<file path="config.mk">
export PLATFORM = sky130hd
export DESIGN_NAME = uart_tx_fifo
export DESIGN_NICKNAME = d
export VERILOG_FILES = /design/src/rtl/uart_tx_fifo.sv
export SDC_FILE = /design/constraint.sdc
export NUM_CORES = 1
export LEC_CHECK = 0
export CORE_MARGIN = 8
export CORE_UTILIZATION = 60
export DETAILED_ROUTE_END_ITERATION = 6
export MAX_ROUTING_LAYER = met4
export PLACE_DENSITY_LB_ADDON = 0.25
export SKIP_CTS_REPAIR_TIMING = 1
export SYNTH_ARGS = -nofsm -noshare
export SYNTH_HDL_FRONTEND = slang
export SYNTH_SLANG_ARGS = --single-unit
</file>
<file path="constraint.sdc">
create_clock -name clk -period 4.6 [get_ports clk]
set_clock_uncertainty 0.2 [all_clocks]
set_input_delay 0.69 -clock clk [delete_from_list [all_inputs] [get_ports clk]]
set_output_delay 0.69 -clock clk [all_outputs]
set_load 0.01 [all_outputs]
</file>
<file path="src/rtl/uart_tx_fifo.sv">
// Byte FIFO feeding a UART transmitter: the host pushes bytes, and a small launcher
// pops one byte at a time and hands it over with a one-cycle tx_en strobe.
module uart_tx_fifo #(
    parameter int DEPTH = 16,
    parameter int AW    = 4
) (
    input  logic          clk,
    input  logic          rst_n,
    input  logic          wr_en,
    input  logic [7:0]    wr_data,
    input  logic          flush,
    output logic          full,
    output logic          empty,
    output logic [AW:0]   count,
    output logic          overflow,
    output logic [7:0]    tx_data,
    output logic          tx_en,
    input  logic          tx_busy
);

    typedef enum logic [1:0] {
        IDLE      = 2'd0,
        LAUNCH    = 2'd1,
        WAIT_BUSY = 2'd2,
        WAIT_DONE = 2'd3
    } state_t;

    localparam logic [AW:0] DEPTH_C = (AW + 1)'(DEPTH);

    logic [7:0]    mem [DEPTH];
    logic [AW-1:0] wr_ptr;
    logic [AW-1:0] rd_ptr;
    state_t        state;
    state_t        state_nxt;
    logic          push;
    logic          pop;

    assign full  = (count == DEPTH_C);
    assign empty = (count == '0);

    // Flush outranks both sides: a pushed byte is dropped and no new pop starts.
    assign push = wr_en && !full && !flush;
    assign pop  = (state == IDLE) && !empty && !tx_busy && !flush;

    always_ff @(posedge clk) begin
        if (push) begin
            mem[wr_ptr] <= wr_data;
        end
    end

    always_ff @(posedge clk or negedge rst_n) begin
        if (!rst_n) begin
            wr_ptr   <= '0;
            rd_ptr   <= '0;
            count    <= '0;
            overflow <= 1'b0;
        end else if (flush) begin
            wr_ptr   <= '0;
            rd_ptr   <= '0;
            count    <= '0;
            overflow <= 1'b0;
        end else begin
            if (push) begin
                wr_ptr <= wr_ptr + 1'b1;
            end
            if (pop) begin
                rd_ptr <= rd_ptr + 1'b1;
            end
            case ({push, pop})
                2'b10:   count <= count + 1'b1;
                2'b01:   count <= count - 1'b1;
                default: count <= count;
            endcase
            if (wr_en && full) begin
                overflow <= 1'b1;
            end
        end
    end

    // tx_data is only reloaded by a pop, so it stays put through the whole launch.
    always_ff @(posedge clk or negedge rst_n) begin
        if (!rst_n) begin
            tx_data <= 8'h00;
        end else if (pop) begin
            tx_data <= mem[rd_ptr];
        end
    end

    always_ff @(posedge clk or negedge rst_n) begin
        if (!rst_n) begin
            state <= IDLE;
        end else begin
            state <= state_nxt;
        end
    end

    always_comb begin
        state_nxt = state;
        tx_en     = 1'b0;
        case (state)
            IDLE: begin
                if (pop) begin
                    state_nxt = LAUNCH;
                end
            end
            LAUNCH: begin
                tx_en     = 1'b1;
                state_nxt = WAIT_BUSY;
            end
            WAIT_BUSY: begin
                if (tx_busy) begin
                    state_nxt = WAIT_DONE;
                end
            end
            WAIT_DONE: begin
                if (!tx_busy) begin
                    state_nxt = IDLE;
                end
            end
            default: state_nxt = IDLE;
        endcase
    end

endmodule
</file>
==> results of run 1 <==
## cell families after synthesis
kind of cell             after synthesis  share of synthesized area, %
adder cells (fa/ha/maj)               14                          2.87
AO/OA/AOI/OAI                         25                          3.36
flip-flops                           152                          69.8
XOR/XNOR                              10                          1.67
AND/OR/NAND/NOR                       73                          5.42
multiplexers                          52                          14.5
buffers and inverters                 30                          2.45
## worst max-delay path by stage
stage / start / endpoint / cells past startpoint
2_1_floorplan: count[1] / count[4] / 12
3_5_place_dp: tx_busy / count[4] / 11
3_3_place_gp: tx_busy / count[4] / 11
6_report: count[1] / count[4] / 10
4_1_cts: count[1] / count[4] / 10
5_1_grt: count[1] / count[4] / 10
## area by class of cell
cell class,instances,area (um2)
Clock buffer,20,425
Tap cell,136,170
Sequential cell,152,4450
Multi-Input combinational cell,174,1770
Timing Repair Buffer,37,350
Clock inverter,11,148
Inverter,11,41.3
Fill cell,629,2970
## state kept, by name (all words and copies together), names as in the netlist
| register | flops |
|---|---|
| state | 2 |
| overflow | 1 |
| mem | 128 |
| wr_ptr | 4 |
| rd_ptr | 4 |
| tx_data | 8 |
| count | 5 |
## cell usage in the layout (no fill, tap or decap), types with 8 or more instances in the layout
cell type and instances:
buf_4 8, ha_1 13, clkdlybuf4s50_1 29, inv_1 11, a221oi_1 8, nor2_1 39
edfxtp_1 128, dfrtp_1 22, mux4_2 32, clkbuf_16 16, nand2_1 8, mux2i_1 19
## where the power goes
part | total, mW | leakage, nW | switching, mW | internal [mW]
registers | 1.63 | 1.46 | 0.0637 | 1.56
clock network | 1.35 | 0.279 | 0.521 | 0.825
logic | 0.523 | 0.720 | 0.252 | 0.272
total | 3.49 | 2.46 | 0.836 | 2.66
## metrics by stage
| stage | setup slack [ps] | std cells |
|---|---|---|
| 2_1_floorplan | 1350 | 356 |
| 3_3_place_gp | 1140 | 510 |
| 3_5_place_dp | 1040 | 510 |
| 4_1_cts | 1300 | 541 |
| 5_1_grt | 1150 | 541 |
| 6_report | 1290 | 541 |
## worst register-to-register path, cell delays in order (launching register included)
cell and delay [ps]:
dfrtp_1 430, or4_4 640, o211a_4 330, nand2_1 110
inv_1 80, ha_1 320, and2b_1 170, o21ai_0 250
a211oi_1 140, or4b_1 480, nand3_1 90
## routing by layer
| layer | share of wire, % | vias up | GRT usage (%) |
|---|---|---|---|
| li1 | - | 1464 | - |
| met1 | 42 | 1722 | 24.3 |
| met2 | 50 | 134 | 29.1 |
| met4 | 1.7 | 0 | 6.72 |
| met5 | 0 | - | - |
| met3 | 6.6 | 16 | 6.05 |
==> flow_summary.json, run 1 <==
{
  "clk_pin_slew_ps": 60,
  "fmax_ghz": 0.302,
  "hold_class": "reg2reg",
  "syn_avg_cell_area_um2": 17.9,
  "io-pin-count": 30,
  "finalSetupTns_ps": 0,
  "whs_endpoint": "overflow",
  "ant_nets": 0,
  "cts_tree": "done",
  "rr_worst_depth": 10,
  "tightest_slew_ps": 1150,
  "syn_to_final_growth_pct": 15.4,
  "drt_iter0_drc": 304,
  "crit_type": "reg2reg",
  "max-cap-violations": 0,
  "synth_top_flop_cell": "edfxtp_1",
  "wl_per_cell_um": 22.6,
  "numCtsBuffers": 17,
  "via_per_inst": 6.17,
  "grt_pass1_vias": 3476,
  "yosysTopAreaCell": "edfxtp_1",
  "ctsLongestPathBuffers": 2,
  "status": "finished, final reports clean",
  "p_total_mw": 3.49,
  "reg2reg_to": "count[4]",
  "synth_fp_nets": 383,
  "cpPeakStageDelay_ps": 640,
  "htree_levels": 4,
  "die_w_um": 119,
  "drive_gt1_share_pct": 19.5,
  "setup_violations": 0,
  "post-route-drc-count": 0,
  "critical_path.top_delay_family": "simple AND/OR/NAND/NOR gates",
  "ys_types": 43,
  "start_kind": "register",
  "place_area_um2": 6780,
  "slew_headroom_pct": 23.1,
  "crit_slowest_cell": "or4_4",
  "gp_congestion": 0.817,
  "fin_util_pct": 71.2,
  "finalWirelength_mm": 12.2,
  "reg2reg_from": "count[1]",
  "max-vdd-ir-drop_mv": 0.256,
  "cts-root-buf": "clkbuf_8",
  "hold_viol": 0,
  "insertion_delay_ps": 520,
  "clock_sinks": 152,
  "core_area_um2": 10300,
  "antennaDiodeCount": 0,
  "endpoint_kind": "register",
  "final_nets": 420,
  "leakagePower_nw": 2.46,
  "fin_crit_ps": 3310,
  "ys.warnings.count": 0,
  "synth_area_um2": 6370,
  "fp.dieArea_um2": 14200,
  "die_h_um": 119,
  "yosysTopAreaCellShare_pct": 60.3,
  "post-route-cell-area_um2": 7350,
  "netlist_top_cells_count": "128 x edfxtp_1, 39 x nor2_1, 32 x mux4_2, 24 x dfrtp_1, 19 x mux2i_1",
  "rsz0062_at_grt": "false",
  "num_rows": 37,
  "synth_area_leaders": "edfxtp_1 60%, mux4_2 11%, dfrtp_1 9.4%",
  "async_flop_share_pct": 15.8,
  "grt_pass1_wl_mm": 19.8,
  "pwr_density_cell_nw_per_um2": 475,
  "synth_seq_cells": 152,
  "grt_max_degree": 36,
  "rrSetupSlack_ps": 1290,
  "path_cells": "or4_4, o211a_4, nand2_1, inv_1, ha_1, and2b_1, o21ai_0, a211oi_1, or4b_1, nand3_1",
  "path_buf_inv": 1,
  "grtUsageTotal_pct": 19.3,
  "critPathArrivalTime_ps": 3560,
  "synth_cells": 356,
  "drv_slew": 0,
  "io_buffers": 29,
  "timing.final.crit_share_pct": 72.0,
  "holdPathStages": 2,
  "hpwl_mm": 7.56,
  "first_pass_iters": 5,
  "synth_edf_count": 128,
  "worstHoldStart": "overflow",
  "initial_core_util_pct": 61.7,
  "gr-total-overflow": 0,
  "worstPathRequired_ps": 4850,
  "synth_most_common_cell": "edfxtp_1",
  "yosysSeqAreaShare_pct": 69.8,
  "hold_slack_ps": 306,
  "via_count": 3336,
  "path_max_fanout": 14,
  "antenna_found_initial": 0
}
(Power assumes the default switching activity.)
==> inputs of run 2 (changes only) <==
==> constraint.sdc (replaced) <==
create_clock -name clk -period 3.2 [get_ports clk]
set_clock_uncertainty 0.2 [all_clocks]
set_input_delay 0.48 -clock clk [delete_from_list [all_inputs] [get_ports clk]]
set_output_delay 0.48 -clock clk [all_outputs]
set_load 0.01 [all_outputs]
==> run 2 against run 1 <==
  * Flip-flop and latch count is the same
  * Critical endpoint unchanged
  * First-iteration DRC count grew 0.99%
  * Count of clock-buffer cells in the layout grew 2
  * Combinational power grew 48%
  * Critical path depth is the same
  * Final area grew 2.5%
==> flow_summary.json, run 2 (synthesized netlist as in run 1, its figures left out) <==
{
  "grtUsageTotal_pct": 19.9,
  "final_nets": 440,
  "worst-path-stages": 10,
  "timing.critical_path.to": "count[4]",
  "core_area_um2": 10300,
  "leakagePower_nw": 2.57,
  "via_count": 3443,
  "crit_slowest_cell": "or4_4",
  "slew_headroom_pct": 26.5,
  "clock_sinks": 152,
  "drive_gt1_share_pct": 23.2,
  "grt_pass1_vias": 3515,
  "finalWirelength_mm": 13.1,
  "path_cells": "or4_4, o211a_4, nand2_1, inv_1, ha_1, and2b_1, o21ai_2, a211oi_1, or4b_1, nand3_1",
  "reg2reg_to": "count[4]",
  "tightest_slew_ps": 1100,
  "wl_per_cell_um": 23.3,
  "regMostFlops": "mem",
  "ctsLongestPathBuffers": 2,
  "clk_pin_slew_ps": 70,
  "htree_levels": 4,
  "rr_worst_depth": 10,
  "endpoint_kind": "register",
  "first_pass_iters": 5,
  "dp_slack_ps": 64.0,
  "fin_util_pct": 73.0,
  "drv_slew": 0,
  "start_kind": "register",
  "hold_viol": 0,
  "path_max_fanout": 7,
  "ant_nets": 0,
  "syn_to_final_growth_pct": 18.3,
  "timing.final.crit_share_pct": 96.2,
  "numCtsBuffers": 17,
  "io_buffers": 29,
  "reg2reg_from": "count[0]",
  "critical_path.top_delay_family": "simple AND/OR/NAND/NOR gates",
  "hold_class": "in2async",
  "die_h_um": 119,
  "worst_slack_ps": 122,
  "reg_top3": "mem: 128 flops, tx_data: 8 flops, count: 5 flops",
  "die_w_um": 119,
  "setup_violations": 0,
  "fp.dieArea_um2": 14200,
  "fmax_ghz": 0.325,
  "critPathArrivalTime_ps": 3330,
  "fin_crit_ps": 3080,
  "max-cap-violations": 0,
  "layout_common_cells": "128 x edfxtp_1, 39 x nor2_1, 32 x mux4_2",
  "antennaDiodeCount": 0,
  "worstSetupStartpoint": "count[0]",
  "grt_pass1_wl_mm": 20.5,
  "pwr_density_cell_nw_per_um2": 687,
  "cts_tree": "done",
  "drt_iter0_drc": 307,
  "insertion_delay_ps": 520,
  "path_buf_inv": 1,
  "gr-total-overflow": 0,
  "num_rows": 37,
  "gp_congestion": 0.857,
  "max-vdd-ir-drop_mv": 0.390,
  "cts-root-buf": "clkbuf_8",
  "antenna_found_initial": 0,
  "post-route-drc-count": 0,
  "status": "finished, final reports clean",
  "via_per_inst": 6.13,
  "finalSetupTns_ps": 0,
  "rsz0062_at_grt": "false",
  "largest_reg_flops": 128,
  "mostFrequentLayoutCell": "edfxtp_1",
  "worstPathRequired_ps": 3450,
  "initial_core_util_pct": 61.7,
  "hold_slack_ps": 123,
  "crit_type": "reg2reg",
  "cpPeakStageDelay_ps": 590,
  "io-pin-count": 30,
  "rrSetupSlack_ps": 120,
  "grt_max_degree": 36,
  "hpwl_mm": 7.93
}
==> run 2: cell types whose count changed in the layout (fill, tap and decap cells not counted), moves of 2 or more <==
cell,previous run,this run
buf_4,8,28
clkbuf_1,3,5
clkinv_2,3,0
clkinv_4,2,0
inv_6,2,4
==> run 2: worst min path at each step <==
stage / end / cells after the start / slack [ps] / start
after floorplan: count[0] / 0 / -20 / rst_n
after global placement: overflow / 2 / 320 / overflow
after detailed placement: overflow / 2 / 320 / overflow
after CTS: tx_data[4] / 2 / 120 / rst_n
after global routing: tx_data[4] / 2 / 140 / rst_n
final: tx_data[4] / 2 / 120 / rst_n
==> run 2: area by class of cell <==
class	instances	area [um2]
sequential	152	4450
fill	584	2790
multi-input combinational	174	1770
timing repair buffer	57	500
clock buffer	22	433
clock inverter	10	170
tap	136	170
inverter	11	41.3
==> run 2: stage by stage <==
step | area [um2] | power [mW] | instances
after global placement | 6910 | 3.12 | 528
after CTS | 7520 | 5.19 | 560
after global routing | 7540 | 5.36 | 562
after detailed placement | 6910 | 3.15 | 528
final | 7540 | 5.18 | 562
after floorplan | 6370 | 2.84 | 356
==> run 2: power by group <==
group          leakage, nW  internal (mW)  switching (mW)
combinational        0.826          0.411           0.365
clock                0.285           1.28           0.778
sequential            1.46           2.24           0.101
==> run 2: metal layers <==
layer	track usage, %	part of all wire, %
met3	4.44	7.7
met4	7.11	1.6
met1	24.7	40
met2	31.8	51
met5	-	0
